--- config.mk ---
export PLATFORM = sky130hd
export DESIGN_NAME = elevator_car_ctrl
export DESIGN_NICKNAME = d
export VERILOG_FILES = /design/src/rtl/elevator_pkg.sv /design/src/rtl/elevator_req_scan.sv /design/src/rtl/elevator_car_ctrl.sv
export SDC_FILE = /design/constraint.sdc
export NUM_CORES = 1
export LEC_CHECK = 0
export ABC_CLOCK_PERIOD_IN_PS = 1800
export CELL_PAD_IN_SITES_DETAIL_PLACEMENT = 0
export CELL_PAD_IN_SITES_GLOBAL_PLACEMENT = 1
export CORE_ASPECT_RATIO = 0.6
export CORE_UTILIZATION = 35
export DETAILED_ROUTE_END_ITERATION = 12
export PLACE_DENSITY_LB_ADDON = 0.1
export SLEW_MARGIN = 15
export SYNTH_ARGS = -nofsm -noshare
export SYNTH_HDL_FRONTEND = slang
export SYNTH_SLANG_ARGS = --single-unit
export TNS_END_PERCENT = 20
--- constraint.sdc ---
create_clock -name clk -period 1.8 [get_ports clk]
set_input_delay 0.36 -clock clk [delete_from_list [all_inputs] [get_ports clk]]
set_output_delay 0.36 -clock clk [all_outputs]
set_load 0.01 [all_outputs]
--- src/rtl/elevator_pkg.sv ---
// Shared types and helpers for the elevator car controller.
package elevator_pkg;

  typedef enum logic [1:0] {
    IDLE = 2'd0,
    MOVE = 2'd1,
    DOOR = 2'd2
  } state_e;

  localparam logic DIR_UP   = 1'b1;
  localparam logic DIR_DOWN = 1'b0;

  // Floor index width; never narrower than one bit.
  function automatic int fw(input int n);
    return ($clog2(n) > 1) ? $clog2(n) : 1;
  endfunction

endpackage

--- src/rtl/elevator_req_scan.sv ---
// Combinational call scan relative to a floor: call here, calls above/below,
// and whether any call lies strictly beyond that floor in the given direction.
module elevator_req_scan
  import elevator_pkg::*;
#(
  parameter  int NFLOORS = 4,
  localparam int FW      = fw(NFLOORS)
) (
  input  logic [NFLOORS-1:0] req,
  input  logic [FW-1:0]      floor,
  input  logic               dir,
  output logic               here,
  output logic               above,
  output logic               below,
  output logic               beyond_next
);

  // Partition call lines into below / here / above the reference floor.
  always_comb begin
    here  = 1'b0;
    above = 1'b0;
    below = 1'b0;
    for (int j = 0; j < NFLOORS; j++) begin
      if (j > int'(floor)) begin
        above = above | req[j];
      end else if (j < int'(floor)) begin
        below = below | req[j];
      end else begin
        here = req[j];
      end
    end
    beyond_next = (dir == DIR_UP) ? above : below;
  end

endmodule

--- src/rtl/elevator_car_ctrl.sv ---
// SCAN elevator car controller: moves one floor per MOVE_TICKS cycles, opens the
// door for DOOR_TICKS cycles at requested floors, and drives one-hot arrival feedback.
module elevator_car_ctrl
  import elevator_pkg::*;
#(
  parameter  int NFLOORS    = 4,
  parameter  int MOVE_TICKS = 4,
  parameter  int DOOR_TICKS = 3,
  localparam int FW         = fw(NFLOORS)
) (
  input  logic               clk,
  input  logic               clr,
  input  logic [NFLOORS-1:0] req,
  output logic [NFLOORS-1:0] fb,
  output logic [FW-1:0]      floor,
  output logic               dir,
  output logic               moving,
  output logic               door_open
);

  localparam int              CW        = $clog2(((MOVE_TICKS > DOOR_TICKS) ? MOVE_TICKS : DOOR_TICKS) + 1);
  localparam logic [CW-1:0]   MOVE_LAST = CW'(MOVE_TICKS - 1);
  localparam logic [CW-1:0]   DOOR_LAST = CW'(DOOR_TICKS - 1);
  localparam logic [FW-1:0]   TOP       = FW'(NFLOORS - 1);
  localparam logic [NFLOORS-1:0] ONE_HOT0 = {{(NFLOORS-1){1'b0}}, 1'b1};

  state_e              state_q, state_d;
  logic [FW-1:0]       floor_q, floor_d;
  logic                dir_q, dir_d;
  logic [CW-1:0]       cnt_q, cnt_d;
  logic [NFLOORS-1:0]  fb_q, fb_d;
  logic                moving_q, moving_d;
  logic                door_open_q, door_open_d;

  logic [FW-1:0]       nf_s;
  logic [FW-1:0]       scan_floor_s;
  logic                here_s, above_s, below_s, beyond_s;

  // Next floor in the travel direction, clamped to the shaft.
  always_comb begin
    if (dir_q == DIR_UP) begin
      nf_s = (floor_q == TOP) ? floor_q : floor_q + FW'(1);
    end else begin
      nf_s = (floor_q == FW'(0)) ? floor_q : floor_q - FW'(1);
    end
  end

  // While moving, the single scanner looks ahead at the arrival floor.
  assign scan_floor_s = (state_q == MOVE) ? nf_s : floor_q;

  elevator_req_scan #(.NFLOORS(NFLOORS)) u_scan (
    .req         (req),
    .floor       (scan_floor_s),
    .dir         (dir_q),
    .here        (here_s),
    .above       (above_s),
    .below       (below_s),
    .beyond_next (beyond_s)
  );

  // Next-state and next-output logic.
  always_comb begin
    state_d = state_q;
    floor_d = floor_q;
    dir_d   = dir_q;
    cnt_d   = cnt_q;
    case (state_q)
      IDLE: begin
        cnt_d = CW'(0);
        if (here_s) begin
          state_d = DOOR;
        end else if (above_s && (dir_q == DIR_UP || !below_s)) begin
          dir_d   = DIR_UP;
          state_d = MOVE;
        end else if (below_s) begin
          dir_d   = DIR_DOWN;
          state_d = MOVE;
        end else begin
          state_d = IDLE;
        end
      end
      MOVE: begin
        if (cnt_q == MOVE_LAST) begin
          floor_d = nf_s;
          cnt_d   = CW'(0);
          if (here_s) begin
            state_d = DOOR;
          end else if (beyond_s) begin
            state_d = MOVE;
          end else begin
            state_d = IDLE;
          end
        end else begin
          cnt_d = cnt_q + CW'(1);
        end
      end
      DOOR: begin
        if (cnt_q == DOOR_LAST) begin
          state_d = IDLE;
          cnt_d   = CW'(0);
        end else begin
          cnt_d = cnt_q + CW'(1);
        end
      end
      default: begin
        state_d = IDLE;
        cnt_d   = CW'(0);
      end
    endcase

    moving_d    = (state_d == MOVE);
    door_open_d = (state_d == DOOR);
    if (state_d == DOOR) begin
      fb_d = ONE_HOT0 << floor_d;
    end else begin
      fb_d = '0;
    end
  end

  // State and registered outputs with synchronous clear.
  always_ff @(posedge clk) begin
    if (clr) begin
      state_q     <= IDLE;
      floor_q     <= '0;
      dir_q       <= DIR_UP;
      cnt_q       <= '0;
      fb_q        <= '0;
      moving_q    <= 1'b0;
      door_open_q <= 1'b0;
    end else begin
      state_q     <= state_d;
      floor_q     <= floor_d;
      dir_q       <= dir_d;
      cnt_q       <= cnt_d;
      fb_q        <= fb_d;
      moving_q    <= moving_d;
      door_open_q <= door_open_d;
    end
  end

  assign fb        = fb_q;
  assign floor     = floor_q;
  assign dir       = dir_q;
  assign moving    = moving_q;
  assign door_open = door_open_q;

endmodule

==> results.sh, run 1 <==
export IMPL_status="finished with violations"
export IMPL_violations="DRC, setup timing"
export IMPL_switchingPower_mw=0.343
export IMPL_yosysSeqAreaShare_pct=27.9
export IMPL_htree_levels=1
export IMPL_start_util_pct=38.5
export IMPL_cp_arrival_ns=2.33
export IMPL_dpl_hpwl_um=2120
export IMPL_p_sw_share_pct=32.9
export IMPL_drv_slew=0
export IMPL_postRouteAntennaNets=0
export IMPL_fillers=233
export IMPL_avgSynthCellArea_um2=7.97
export IMPL_drv_cap=0
export IMPL_synth_edf_count=0
export IMPL_critPathLaunch="state_q[1]"
export IMPL_p_leak_nw=0.662
export IMPL_cts_buffers=3
export IMPL_diodes=0
export IMPL_synth_simple_gate_area_share_pct=25.3
export IMPL_crit_path_max_incr_delay_ns=0.33
export IMPL_finalCriticalPeriod_ns=2.19
export IMPL_synth_commonest_cells="14 x dfxtp_1, 13 x nor2_1, 10 x a21oi_1, 9 x inv_1, 8 x ha_1"
export IMPL_port_buffers=14
export IMPL_fin_ws_ns=-0.388
export IMPL_grt_pass1_vias=969
export IMPL_drtIter0Drc=120
export IMPL_clock_skew_ns=0.00166
export IMPL_synthCells=126
export IMPL_p_int_mw=0.699
export IMPL_gp_congestion=0.936
export IMPL_drc=2
export IMPL_synth_fa_ha_area_share_pct=11.0
export IMPL_hold_path_class="flip-flop to flip-flop"
export IMPL_ys_seq_elements=14
export IMPL_worst_slew_pin_slew_ns=0.403
export IMPL_finalPower_mw=1.04
export IMPL_ys_types=43
export IMPL_final_layout_size_suffix_gt1_share_pct=36.5
export IMPL_grt_pass1_wl_um=4560
export IMPL_drt_wl_total_um=2910
export IMPL_grt_usage_pct=19.6
export IMPL_die_h_um=43.5
export IMPL_yosysWarnings=0
export IMPL_rows=14
export IMPL_overflow=0
export IMPL_synth_compound_area_share_pct=27.6
export IMPL_hold_start="cnt_q[0]"
export IMPL_cp_required_ns=1.95
export IMPL_vias_per_cell=5.52
export IMPL_fin_cells=199
export IMPL_vdd_drop_max_mv=0.330
export IMPL_antenna_found_initial=0
export IMPL_async_flop_share_pct=0
export IMPL_avgRoutedWirePerCell_um=14.6
export IMPL_synth_flop_cell="dfxtp_1"
export IMPL_dieArea_mm2=0.00310
export IMPL_syn_nets=140
export IMPL_setup_viol=9
export IMPL_yosysTopAreaCell="dfxtp_1"
export IMPL_crit_type="flip-flop to flip-flop"
export IMPL_clockBufferDepth=2
export IMPL_area_delta_synth_final_pct=54.9
export IMPL_rr_startpoint="state_q[1]"
export IMPL_clkSlewWorstSetupHoldPaths_ns=0.05
export IMPL_sequentialPowerShare_pct=33.9
export IMPL_rsz0062_at_grt="yes"
export IMPL_coreArea_mm2=0.00261
export IMPL_dieWidth_um=71.2
export IMPL_via_count=1099
export IMPL_power_frac_clock_pct=23.6
export IMPL_synthTopCellsByArea="dfxtp_1 28%, ha_1 10%, a21oi_1 5.0%"
export IMPL_path_cells="inv_2 -> ha_4 -> buf_6 -> and4_1 -> a311oi_2 -> o221ai_2 -> o31ai_2 -> a21oi_4 -> nor4_2"
export IMPL_cts_sinks=14
export IMPL_fin_crit_sh_pct=122
export IMPL_grt_max_degree=17
export IMPL_dr_pass1_iters=8
export IMPL_slew_headroom_pct=73.1
export IMPL_cts_tree="yes"
export IMPL_multiInputGateArea_um2=764
export IMPL_place_inst=190
export IMPL_netlist_area_mm2=0.00100
export IMPL_synth_top_area_share_pct=27.9
export IMPL_worstPathMaxFanout=7
export IMPL_synth_top_family_by_area="compound AO/OA/AOI/OAI gates"
export IMPL_synthXorXnorAreaFrac_pct=0
export IMPL_pwr_share_comb_pct=42.5
export IMPL_cts_root_buf="clkbuf_8"
export IMPL_power_density_mw_per_mm2=670
export IMPL_startpoint_type="flip-flop"
export IMPL_fmax_ghz=0.457
export IMPL_ff_latch_area_um2=287
export IMPL_synthMuxAreaShare_pct=0.996
export IMPL_crit_slowest_cell="dfxtp_2"
export IMPL_critPathCaptureType="flip-flop"
export IMPL_hold_viol_final=0
export IMPL_fin_nets=183
export IMPL_yosysMostFrequentCell="dfxtp_1"
export IMPL_clk_latency_ns=0.24
export IMPL_ios=15
## critical path, delay by kind of cell (launching register included)
family / cells / cell delay (ns)
compound gates: 4 / 0.95
flops: 1 / 0.33
buf+inv: 2 / 0.17
fa+ha+maj: 1 / 0.16
simple gates: 2 / 0.49
## power by group through the flow
stage,sequential [mW],combinational [mW],clock [mW]
6_report,0.353,0.443,0.246
3_5_place_dp,0.356,0.340,0
3_3_place_gp,0.355,0.344,0
4_1_cts,0.353,0.376,0.261
2_1_floorplan,0.365,0.187,0
5_1_grt,0.355,0.485,0.271
## stage by stage
stage               cell area [um2]  setup slack (ns)  setup TNS (ns)  utilization [%]  hold WS [ns]
finish                         1560            -0.388           -2.75             59.6         0.447
CTS                            1440            -0.340           -2.57             55.1         0.452
global route                   1560            -0.489           -3.65             59.6         0.483
global placement               1340            -0.594           -4.93             51.4         0.427
detailed placement             1340            -0.568           -4.15             51.4         0.436
floorplan                      1010            -0.128          -0.930                -         0.417
## flip-flops by register name (all words and copies together), names as in the netlist
| name | count |
|---|---|
| fb | 4 |
| cnt_q | 3 |
| floor | 2 |
| state_q | 2 |
| dir | 1 |
| door_open | 1 |
| moving | 1 |
## path summary, 6_finish.rpt
kind / to / depth (start not counted) / slack [ns]
setup / recovery: fb[3] / 9 / -0.39
hold / removal: cnt_q[0] / 1 / 0.45
setup reg to reg: fb[3] / 9 / -0.39
hold reg to reg: cnt_q[0] / 1 / 0.45
## per-layer routing
layer	part of all wire, %	routed length [um]	GRT usage, %
met4	0.27	8	2.00
met1	51	1500	28.1
met2	40	1180	26.9
met3	7.9	229	9.77
met5	0	0	0
## kinds of logic (layout without fill, tap and decap cells)
logic type | count (synthesis) | count (layout)
multiplexers | 1 | 1
AO/OA/AOI/OAI | 39 | 39
buffers and inverters | 17 | 58
AND/OR/NAND/NOR | 46 | 46
flip-flops | 14 | 14
adder cells (fa/ha/maj) | 9 | 9
## final cells by class
type | instances | share of cell area [%]
Inverter | 10 | 2.41
Multi-Input combinational cell | 95 | 49.1
Tap cell | 32 | 2.57
Clock buffer | 3 | 2.65
Sequential cell | 14 | 18.4
Timing Repair Buffer | 45 | 24.8
## placed cells by master (no fill, tap or decap), types with 2 or more instances in the layout
master           instances
nor3b_1                  2
o21ai_1                  3
inv_2                    2
nor3_1                   3
buf_4                   28
a21o_1                   2
inv_1                    8
a221oi_2                 3
nand3_1                  2
o21ai_0                  4
nor2_1                  12
dfxtp_1                  9
dfxtp_2                  5
a31oi_1                  2
ha_1                     7
nand2b_1                 3
clkdlybuf4s50_1         13
nor2b_1                  2
nand3b_1                 2
or3_1                    2
nand2_1                  5
a21oi_1                  9
buf_6                    3
and2_1                   2
clkbuf_8                 3
nor4_2                   3
## timing repair
item	4_1_cts	5_1_grt
hold buffers	0	0
buffers inserted	3	4
endpoints found under the setup margin	11	13
pin swaps	6	7
resized for setup	9	19
Note: power is estimated with default switching activity, not from simulation.
==> run 2, diff against run 1 <==
- CORE_MARGIN: default -> 5
- CTS_BUF_LIST: default -> sky130_fd_sc_hd__clkbuf_16
==> run 2 against run 1 <==
The flow finishes with violations (setup timing). Largest cell class unchanged. Via count fell by 2.9%. First-iteration DRC count fell by 57%. Clock-buffer cell count did not move. Sequential share of layout area fell by 0.75 points. Critical endpoint is now moving. Clock skew rose by 0.00065 ns. Largest power group unchanged.
==> results.sh, run 2 (synthesis gave the netlist of run 1 again) <==
export IMPL_overflow=0
export IMPL_port_buffers=14
export IMPL_worst_slew_pin_slew_ns=0.440
export IMPL_cp_arrival_ns=2.17
export IMPL_crit_type="flip-flop to flip-flop"
export IMPL_clk_latency_ns=0.24
export IMPL_placed_area_mm2=0.00140
export IMPL_diodes=0
export IMPL_rr_startpoint="state_q[1]"
export IMPL_clock_skew_ns=0.00232
export IMPL_die_h_um=51.5
export IMPL_grt_usage_pct=15.1
export IMPL_grt_pass1_wl_um=4740
export IMPL_rows=15
export IMPL_gp_congestion=0.910
export IMPL_dieArea_mm2=0.00408
export IMPL_postRouteAntennaNets=0
export IMPL_drc=0
export IMPL_dieWidth_um=79.2
export IMPL_power_density_mw_per_mm2=755
export IMPL_reg2reg_depth=10
export IMPL_fillers=264
export IMPL_holdPathStages=1
export IMPL_status="finished with violations"
export IMPL_cp_required_ns=1.94
export IMPL_final_layout_size_suffix_gt1_share_pct=35.5
export IMPL_clkSlewWorstSetupHoldPaths_ns=0.05
export IMPL_coreArea_mm2=0.00282
export IMPL_tns_ns=-1.53
export IMPL_grt_pass1_vias=1035
export IMPL_fin_crit_sh_pct=113
export IMPL_violations="setup timing"
export IMPL_r2r_setup_slack_ns=-0.23
export IMPL_dpl_hpwl_um=2110
export IMPL_htree_levels=1
export IMPL_drv_slew=0
export IMPL_startpoint_type="flip-flop"
export IMPL_ios=15
export IMPL_grt_max_degree=11
export IMPL_cts_tree="yes"
export IMPL_drt_wl_total_um=2780
export IMPL_p_leak_nw=0.705
export IMPL_critPathLaunch="state_q[1]"
export IMPL_antenna_found_initial=0
export IMPL_rsz0062_at_grt="yes"
export IMPL_hold_start="cnt_q[0]"
export IMPL_setup_viol=9
export IMPL_place_ws_ns=-0.518
export IMPL_fin_area_mm2=0.00162
export IMPL_drv_cap=0
export IMPL_via_count=1067
export IMPL_vias_per_cell=5.18
export IMPL_slew_headroom_pct=70.4
export IMPL_layout_common_cells="33 x buf_4, 12 x nor2_1, 11 x clkdlybuf4s50_1"
export IMPL_clockBufferDepth=2
export IMPL_cts_hold_buf=0
export IMPL_dr_pass1_iters=4
export IMPL_fin_ws_ns=-0.232
export IMPL_vdd_drop_max_mv=0.408
export IMPL_drtIter0Drc=51
export IMPL_cts_root_buf="clkbuf_16"
export IMPL_avgRoutedWirePerCell_um=13.5
export IMPL_fin_nets=187
export IMPL_hold_viol_final=0
export IMPL_critPathCaptureType="flip-flop"
export IMPL_critPathCapture="moving"
export IMPL_hold_path_class="flip-flop to flip-flop"
export IMPL_finalPower_mw=1.22
export IMPL_start_util_pct=35.7
export IMPL_finalCriticalPeriod_ns=2.03
export IMPL_fmax_ghz=0.492
export IMPL_r2r_end="moving"
export IMPL_largest_register_ffs=4
export IMPL_cts_sinks=14
export IMPL_worstPathMaxFanout=8
export IMPL_cts_buffers=3
export IMPL_layout_commonest_cell="buf_4"
export IMPL_area_delta_synth_final_pct=60.8
run 2: cell count changes in the layout (fill, tap and decap cells not counted), sizes merged:
cell and delta:
buf +4, clkdlybuf4s50 -2, clkinv +1, dlygate4sd2 +1, dlymetal6s2s +1
run 2: power breakdown:
part	switching (mW)	total [mW]	leakage, nW	internal (mW)
combinational	0.216	0.442	0.551	0.226
clock	0.130	0.424	0.0385	0.294
sequential	0.0149	0.354	0.115	0.339
run 2: what timing repair did:
action / in CTS / in global routing
setup buffers: 2 / 3
hold endpoints to repair: 0 / 0
resized for setup: 8 / 14
pin swaps: 8 / 6
endpoints found under the setup margin: 10 / 11
run 2: layout make-up:
| class | count | area, um2 | area share (%) |
|---|---|---|---|
| clock buffers | 3 | 75.1 | 4.65 |
| well taps | 34 | 42.5 | 2.63 |
| flip-flops and latches | 14 | 285 | 17.7 |
| inverters | 10 | 37.5 | 2.32 |
| repair buffers | 49 | 423 | 26.2 |
| clock inverters | 1 | 3.75 | 0.232 |
| multi-input cells | 95 | 748 | 46.3 |
run 2: layer usage:
| layer | up-vias | part of all wire, % | track usage, % |
|---|---|---|---|
| met1 | 494 | 53 | 21.5 |
| met4 | 0 | 0.72 | 4.29 |
| li1 | 555 | - | - |
| met2 | 14 | 42 | 22.8 |
| met3 | 4 | 3.5 | 3.63 |
| met5 | - | 0 | 0 |
run 2: worst max-delay path: stages (launching register included):
cell,delay [ns]
dfxtp_2,0.32
inv_2,0.07
ha_4,0.14
buf_4,0.15
and2_1,0.21
o21ai_2,0.09
o2bb2ai_1,0.16
buf_4,0.17
o31ai_4,0.26
a21oi_4,0.13
o211a_1,0.23
run 2: how the worst min path moves through the flow:
stage	end	slack (ns)
floorplan	cnt_q[0]	0.42
global placement	cnt_q[0]	0.43
detailed placement	cnt_q[0]	0.43
CTS	cnt_q[0]	0.44
global route	cnt_q[0]	0.48
finish	cnt_q[0]	0.44
run 2: per-stage QoR:
step / hold WS [ns] / instances / utilization (%)
2_1_floorplan: 0.417 / 126 / -
3_3_place_gp: 0.431 / 198 / 49.8
3_5_place_dp: 0.433 / 198 / 49.8
4_1_cts: 0.441 / 203 / 54.0
5_1_grt: 0.480 / 206 / 57.4
6_report: 0.436 / 206 / 57.4
